===== src/rtl/decodificador_stream.sv =====
// Streaming one-hot / thermometer decoder with a single-entry output register and valid/ready flow.
// Optional macro DECOD_ERRCNT_EN adds a saturating counter of accepted out-of-range codes.
module decodificador_stream #(
    parameter int IN_W  = 4,
    parameter int OUT_N = 5
) (
    input  logic             clk,
    input  logic             rst,
    input  logic             in_valid,
    input  logic [IN_W-1:0]  in_code,
    input  logic             in_mode,
    output logic             in_ready,
    output logic             out_valid,
    input  logic             out_ready,
    output logic [OUT_N-1:0] out_lines,
    output logic             out_err,
    output logic [7:0]       err_cnt
);

    typedef enum logic {StEmpty, StFull} state_e;

    state_e           state_q, state_d;
    logic             accept;
    logic             in_range;
    logic [OUT_N-1:0] dec_lines;
    logic [OUT_N-1:0] lines_q, lines_d;
    logic             err_q, err_d;

    assign in_ready = (state_q == StEmpty) | out_ready;
    assign accept   = in_valid & in_ready;

    // Combinational decode of the presented code; only captured on accept.
    always_comb begin
        in_range  = (int'(in_code) < OUT_N);
        dec_lines = '0;
        for (int i = 0; i < OUT_N; i++) begin
            if (in_mode) begin
                dec_lines[i] = (i <= int'(in_code));
            end else begin
                dec_lines[i] = (i == int'(in_code));
            end
        end
        if (!in_range) begin
            dec_lines = '0;
        end
    end

    always_comb begin
        state_d = state_q;
        lines_d = lines_q;
        err_d   = err_q;
        unique case (state_q)
            StEmpty: begin
                if (accept) begin
                    state_d = StFull;
                    lines_d = dec_lines;
                    err_d   = ~in_range;
                end
            end
            StFull: begin
                // A new accept while full replaces the result without a bubble.
                if (accept) begin
                    lines_d = dec_lines;
                    err_d   = ~in_range;
                end else if (out_ready) begin
                    state_d = StEmpty;
                    lines_d = '0;
                    err_d   = 1'b0;
                end
            end
            default: begin
                state_d = StEmpty;
            end
        endcase
    end

    always_ff @(posedge clk) begin
        if (rst) begin
            state_q <= StEmpty;
            lines_q <= '0;
            err_q   <= 1'b0;
        end else begin
            state_q <= state_d;
            lines_q <= lines_d;
            err_q   <= err_d;
        end
    end

    assign out_valid = (state_q == StFull);
    assign out_lines = out_valid ? lines_q : '0;
    assign out_err   = out_valid & err_q;

`ifdef DECOD_ERRCNT_EN
    logic [7:0] err_cnt_q;

    always_ff @(posedge clk) begin
        if (rst) begin
            err_cnt_q <= 8'd0;
        end else if (accept && !in_range && (err_cnt_q != 8'hFF)) begin
            err_cnt_q <= err_cnt_q + 8'd1;
        end
    end

    assign err_cnt = err_cnt_q;
`else
    assign err_cnt = 8'd0;
`endif

endmodule


===== config.mk =====
export PLATFORM = sky130hd
export DESIGN_NAME = decodificador_stream
export DESIGN_NICKNAME = d
export VERILOG_FILES = /design/src/rtl/decodificador_stream.sv
export SDC_FILE = /design/constraint.sdc
export NUM_CORES = 1
export LEC_CHECK = 0
export BUFFER_PORTS_ARGS = -buffer_cell sky130_fd_sc_hd__buf_2
export CAP_MARGIN = 20
export CELL_PAD_IN_SITES_DETAIL_PLACEMENT = 1
export CELL_PAD_IN_SITES_GLOBAL_PLACEMENT = 2
export CORE_ASPECT_RATIO = 0.9
export CORE_UTILIZATION = 20
export CTS_BUF_LIST = sky130_fd_sc_hd__clkbuf_16
export CTS_CLUSTER_SIZE = 14
export DETAILED_ROUTE_END_ITERATION = 16
export PLACE_DENSITY = 0.76
export SETUP_SLACK_MARGIN = 0.15
export SYNTH_ARGS = -nofsm -noshare
export SYNTH_HDL_FRONTEND = slang
export SYNTH_SLANG_ARGS = --single-unit

===== constraint.sdc =====
create_clock -name clk -period 1.05 [get_ports clk]
set_input_delay 0.105 -clock clk [delete_from_list [all_inputs] [get_ports clk]]
set_output_delay 0.105 -clock clk [all_outputs]
set_load 0.01 [all_outputs]

# After elaboration in Yosys (flattened, before gate mapping)
# Cells that the tools add are included.
[word_totals] ff_bits=7 out_inout_bits=16 wordCells=40
[op_classes] magnitude_cmp=5 bitwise=5 eq_ne=6 muxes=19 n_reduce_logical=2
[ops] operator="5-bit two-way mux" n=5
[ops] operator="1-bit two-way mux" n=11
[ops] operator="5-bit one-hot mux with 2 select lines" n=1
[ops] operator="3-bit by 4-bit equality test with 1-bit output (first input constant)" n=2
[ops] operator="2-bit by 4-bit <= comparator with 1-bit output (first input constant)" n=2
[ops] operator="2-bit by 4-bit equality test with 1-bit output (first input constant)" n=1
[ops] operator="4-bit equality test (first input constant)" n=1
[ops] operator="1-bit by 4-bit <= comparator with 1-bit output (first input constant)" n=1
[ops] operator="3-bit by 4-bit <= comparator with 1-bit output (first input constant)" n=1
[ops] operator="4-bit logical NOT" n=1
[ops] operator="4-bit by 3-bit < comparator with 1-bit output (second input constant)" n=1
[ops] operator="1-bit one-hot mux with 2 select lines" n=2
[ops] operator="3-bit by 2-bit != test with 1-bit output (second input constant)" n=1
[ops] operator="1-bit AND" n=2
[ops] operator="2-bit != test (second input constant)" n=1
[ops] operator="1-bit inverter" n=2
[ops] operator="2-bit AND reduction" n=1
[ops] operator="1-bit bitwise OR" n=1

# Depth between registers and ports, before layout
# Gate-level depths: netlist of the first run.
[logic_depth] ltp_word=5 ltp_mapped=4 mapped_depth_nobuf=4

# Worst setup path before layout of the first run
# No wires, ideal clock.
[synth_path] path_kind="reg-to-reg" from="register state_q (netlist: out_valid)" to="register lines_q[1]" t_arrival_ns=1.030 n_path_buf=0 stages_incl_launch_ff=5 setup_time_ns=0.125 slack_ns=-0.105 path_cell_list="dfxtp_1 nand2b_2 and4b_4 a22oi_2 nor2_1"
[synth_between] elab_chain_cells=5 elab_cells_between_ends=8 classes_between="2 x eq/ne; 2 x mux; 3 x bitwise; 1 x reduce/logical"
[synth_rtl] item="from (decl)" line_no="22" source="state_e state_q, state_d;"
[synth_rtl] item="from (signal assigned)" line_no="79" source="state_q <= StEmpty;"
[synth_rtl] item="from (signal assigned)" line_no="83" source="state_q <= state_d;"
[synth_rtl] item="1-bit inverter *"
[synth_rtl] item="1-bit bitwise OR *" line_no="29" source="assign in_ready = (state_q == StEmpty) | out_ready;"
[synth_rtl] item="named net in_ready" line_no="12" source="output logic in_ready,"
[synth_rtl] item="1-bit AND *" line_no="30" source="assign accept = in_valid & in_ready;"
[synth_rtl] item="5-bit two-way mux, or another cell as far along" line_no="62" source="if (accept) begin"
[synth_rtl] item="5-bit one-hot mux with 2 select lines / 2-bit AND reduction (equally long branches)"
[synth_rtl] item="to (signal assigned)" line_no="84" source="lines_q <= lines_d;"
[synth_rtl] item="to (decl)" line_no="26" source="logic [OUT_N-1:0] lines_q, lines_d;"
# Mark *: on every way through the listed nets, which the timed path passes. The rest lies on a longest branch.
# A chain may end at the register's enable or synchronous reset.

# Worst setup path in the final report of the first run
[layout_path] from="register state_q (netlist: out_valid)" to="output port out_lines[1]"
[layout_between] elab_chain_cells=1
[layout_rtl] item="5-bit two-way mux" line_no="90" source="assign out_lines = out_valid ? lines_q : '0;"
[layout_rtl] item="to (decl)" line_no="15" source="output logic [OUT_N-1:0] out_lines,"
# No other way between the ends.

==> results of run 1 <==
-- logic make-up after synthesis --
family                 after synthesis  share of synthesized area [%]
AO/OA/AOI/OAI                       12                          20.76
AND/OR/NAND/NOR                     20                          27.60
other                                1                         0.8189
flip-flops                           7                          30.60
multiplexers                         2                          5.464
buffers and inverters               10                          14.75
-- repair_timing --
action | in CTS | in global routing
gates resized for setup | 14 | 5
endpoints found under the setup margin | 14 | 14
pin swaps | 6 | 1
cloned | 0 | 0
-- flip-flops by register name, summed over array words and instances, names as in the netlist --
signal	count
lines_q	5
out_valid	1
err_q	1
-- worst paths after layout --
kind / startpoint / to / slack, ns
min reg2reg: lines_q[0] / lines_q[0] / 0.45
max reg2reg: out_valid / lines_q[2] / 0.04
max: out_valid / out_lines[1] / -0.03
min: rst / out_valid / 0.15
-- metal layers --
layer,global-route usage (%),up-vias,routed length (um)
li1,-,221,-
met1,10.82,212,492
met2,21.27,13,658
met3,5.502,2,75
met4,6.316,0,17
met5,0,-,0
-- layout make-up --
class / instances / area (sq um) / area share, %
timing repair buffer: 24 / 201.4 / 26.14
clock inverter: 1 / 3.754 / 0.4870
multi-input combinational: 42 / 309.0 / 40.10
tap: 27 / 33.78 / 4.383
sequential: 7 / 143.9 / 18.67
inverter: 1 / 3.754 / 0.4870
clock buffer: 3 / 75.07 / 9.740
-- placed cells by master, fill, tap and decap left out --
master / count
nand3b_1: 1
nand2_1: 2
buf_6: 11
a21oi_1: 2
dfxtp_4: 1
o21ai_0: 1
nor3_1: 1
o21ai_2: 2
inv_1: 2
o31ai_2: 1
buf_2: 8
nor3_2: 1
nand2b_4: 1
and4b_4: 1
nor4b_1: 1
a32oi_1: 1
buf_4: 5
dfxtp_1: 6
a22oi_2: 2
conb_1: 8
a32oi_2: 1
nor2_1: 4
mux2_1: 1
o21ai_1: 1
nor4_1: 1
and2_4: 6
nand2b_1: 1
o31ai_1: 1
mux2i_2: 1
clkbuf_16: 3
-- through the flow --
step | std cells | utilization, % | hold WS, ns | area (sq um)
after global placement | 101 | 27.89 | 0.3927 | 603.1
after global routing | 105 | 35.65 | 0.1637 | 770.7
final | 105 | 35.65 | 0.1479 | 770.7
after detailed placement | 101 | 27.89 | 0.3911 | 603.1
after CTS | 105 | 34.49 | 0.1521 | 745.7
after floorplan | 59 | - | 0.2241 | 493.0
-- critical path, cell delays in order, from the launching register on --
cell	delay (ns)
dfxtp_4	0.36
buf_6	0.12
and2_4	0.15
buf_6	0.11
-- where the power goes --
part	internal (mW)	leakage, nW	switching, mW	total (mW)
registers	0.277	0.0577	0.0108	0.288
clock network	0.496	0.0423	0.152	0.648
logic	0.0828	0.239	0.0858	0.169
==> out/results.ini, run 1 <==
[detailed_routing]
wl_per_cell_um=11.85
drc=0
postRouteAntennaNets=0
wl_um=1244
num_vias=448
drt_iter0_drc=3
viasPerCell=4.267
drt-pass1-iter-count=4

[timing]
rsz0062_at_grt=yes
setup_tns_ns=-0.07147
min_period_ns=1.077
post-route-period-util_pct=102.6
tightest_slew_ns=0.4955
max_freq_mhz=928.3
skew_ns=0.002005
slew_viol_final=0
timing.final.ws_setup_ns=-0.02728
hold_violations=0
setup_violations=6
relSlewSlack_pct=66.50

[global_routing]
first_global_vias=424
grt_max_degree=9
grt_usage_pct=11.57
antenna_found_initial=0
grt_pass1_wl_um=1897
overflow=0

[worst_setup_path]
worstPathRequired_ns=0.94
endpoint_kind=output pin
cp-start-kind=flop
cp_max_fo=4
arrival_ns=0.97
worstSetupPathType=reg2out
reg2reg_depth=4

[floorplan]
die-area_sq_mm=0.002485
start_util_pct=21.18
io-pin-count=25
num_rows=16
core_area_sq_mm=0.002162
die_h_um=47.40
die_w_um=52.44

[clock_network]
cts_hold_buf=0
clockBufferDepth=2
clock-sinks=7
cts_setup_buffers=0
clkTransAtPathRegs_ns=0.04
clock-root-buffer=clkbuf_16
cts_buffers=3
worst_skew_pair.late_latency_ns=0.23
htreeDepth=1
cts_tree=done

[power]
ir_drop_mv=1.066
power_density_mw_per_mm2=1434
p_leak_nw=0.3391
total_power_mw=1.105

[logic_synthesis]
async_reset_ff_share_pct=0
synthTopCellsByArea=dfxtp_1 31%, buf_4 13%, and2_1 8.2%
synth-edff-count=0
yosysTopAreaCellShare_pct=30.60
synth.distinct_cells=27
yosysMostFrequentCell=buf_4
synth_common_cells=8 x buf_4, 7 x dfxtp_1, 6 x and2_1
synthCells=52
ys_seq_elements=7
synth_flop_cell=dfxtp_1
ys_seq_area_share_pct=30.60
avgSynthCellArea_sq_um=8.807
synth_area_leader_cell=dfxtp_1
synth_warnings=0
synth_area_sq_um=457.9

[place]
place_ws_ns=-0.05637
io_buffers=16
globalplace.congestion=0.7596
dpl.hpwl_um=951.4

[finish]
antenna_cells=0
fill_cells=253
fin_nets=88
area_delta_synth_final_pct=68.31
drive_gt1_share_pct=56.41

[hold_path]
whs_path_depth=2
hold_path_class=in2reg

[outcome]
status=finished with violations
violations=setup timing

[run]
cap_viol_max_count=0

No activity file was read; power rests on OpenSTA's default activity.
==> run 2, diff against run 1 <==
- CAP_MARGIN: 20 -> 10
- PLACE_DENSITY: 0.76 -> 0.67
==> run 2 against run 1 <==
Against the previous run: worst hold slack got worse by 0.0059 ns; register-to-register slack barely moved; cell count up 1.9%; the flow still finishes with violations (setup timing); sequential power about the same.
==> out/results.ini, run 2 (synthesis results as in run 1) <==
[outcome]
status=finished with violations
violations=setup timing

[clock_network]
clock-root-buffer=clkbuf_16
htreeDepth=1  ; unchanged
cts_tree=done
clockBufferDepth=2  ; unchanged
cts_buffers=3  ; unchanged
clkTransAtPathRegs_ns=0.04  ; about the same
worst_skew_pair.late_latency_ns=0.23  ; about the same
clock-sinks=7  ; unchanged
cts_hold_buf=0  ; unchanged

[power]
ir_drop_mv=0.6767  ; -37%
p_int_uw=864.1  ; +0.92%
net-switching-power_uw=256.3  ; +3.0%
p_sw_share_pct=22.88  ; +0.36 points
power_density_mw_per_mm2=1399  ; -2.4%
total_power_mw=1.120  ; +1.4%
p_leak_nw=0.3565  ; +5.1%
p_comb_share_pct=16.2  ; +0.9 points
clkPwrFrac_pct=58.1  ; -0.6 points
p_seq_share_pct=25.7  ; -0.4 points

[timing]
timing.final.ws_setup_ns=-0.01927  ; +0.008006 ns
setup_tns_ns=-0.07544  ; -0.003977 ns
hold_ws_ns=0.1420  ; -0.005907 ns
min_period_ns=1.069  ; -0.008006 ns
rsz0062_at_grt=yes
slew_viol_final=0  ; unchanged
max_freq_mhz=935.2  ; +0.75%
post-route-period-util_pct=101.8  ; -0.76 points
skew_ns=0.0008897  ; -0.001116 ns
hold_violations=0  ; unchanged
setup_violations=6  ; unchanged

[finish]
final_core_util_pct=37.04  ; +1.4 points
top_register=lines_q
fin_nets=90  ; +2.3%
area_delta_synth_final_pct=74.86
final_common_cell=buf_6
final_cell_mix=12 x buf_6, 8 x conb_1, 8 x buf_2
antenna_cells=0  ; unchanged
drive_gt1_share_pct=61.25  ; +4.8 points
largest_register_ffs=5  ; unchanged

[worst_setup_path]
cp.buffers_inverters=2  ; unchanged
slowest_delay_ns=0.36  ; about the same
endpoint_kind=output pin
cp_top_family=flip-flops
crit_chain=buf_6 > and2_4 > buf_6
path_common_cell=buf_6
worstPathRequired_ns=0.94  ; about the same
cp_max_fo=4  ; unchanged
worstSetupPathType=reg2out
arrival_ns=0.96  ; about the same
cp-start-kind=flop
crit_slowest_cell=dfxtp_4

[detailed_routing]
drt-pass1-iter-count=1  ; -3
drt_iter0_drc=0  ; -3
viasPerCell=4.318  ; +1.2%
wl_per_cell_um=11.93  ; +0.73%
wl_um=1277  ; +2.7%
drc=0  ; unchanged
num_vias=462  ; +3.1%
postRouteAntennaNets=0  ; unchanged

[floorplan]
die-area_sq_mm=0.002485  ; unchanged
die_w_um=52.44  ; unchanged
start_util_pct=21.18  ; unchanged
die_h_um=47.40  ; unchanged
io-pin-count=25  ; unchanged
core_area_sq_mm=0.002162  ; unchanged
num_rows=16  ; unchanged

[global_routing]
grt_usage_pct=11.87  ; +0.30 points
grt_max_degree=9  ; unchanged
grt_pass1_wl_um=2001  ; +5.5%
overflow=0  ; unchanged
first_global_vias=440  ; +3.8%
antenna_found_initial=0  ; unchanged

[place]
io_buffers=16  ; unchanged
dpl.hpwl_um=954.4  ; +0.32%
globalplace.congestion=0.7629  ; +0.43%

[hold_path]
hold_path_class=in2reg

[run]
cap_viol_max_count=0  ; unchanged

## run 2: repair_timing
item / CTS / global route
setup buffers: 1 / 0
endpoints found under the setup margin: 14 / 15
gates resized for setup: 15 / 9
pin swaps: 10 / 1
## run 2: stage by stage
step,cell area [sq um],std cells,setup slack (ns)
final,800.8,107,-0.01927
after detailed placement,610.6,102,-0.04729
after global placement,610.6,102,-0.02843
after global routing,800.8,107,-0.03617
after floorplan,493.0,59,0.04780
after CTS,760.7,107,-0.02317
## run 2: path summary, 6_finish.rpt
kind	endpoint	from	slack [ns]	depth (start not counted)
min	out_valid	rst	0.14	2
max reg2reg	lines_q[2]	out_valid	0.03	4
min reg2reg	lines_q[0]	lines_q[0]	0.48	2
max	out_lines[3]	out_valid	-0.02	3
## run 2: layout make-up
type,count,area (sq um)
fillers,258,1361
clock inverters,1,3.754
flip-flops and latches,7,143.9
repair buffers,26,220.2
inverters,1,3.754
well taps,27,33.78
multi-input cells,42,320.3
clock buffers,3,75.07
## run 2: power by group through the flow
stage,Sequential (mW),Combinational (mW),Clock [mW]
2_1_floorplan,0.291,0.0909,0
3_3_place_gp,0.289,0.147,0
3_5_place_dp,0.290,0.149,0
4_1_cts,0.287,0.168,0.661
5_1_grt,0.289,0.198,0.672
6_report,0.288,0.181,0.651
## run 2: layer usage
layer | up-vias | wire length [um] | global-route usage (%)
met4 | 0 | 36 | 9.474
met3 | 5 | 61 | 3.560
met2 | 15 | 623 | 18.99
li1 | 227 | - | -
met5 | - | 0 | 0
met1 | 215 | 555 | 13.36
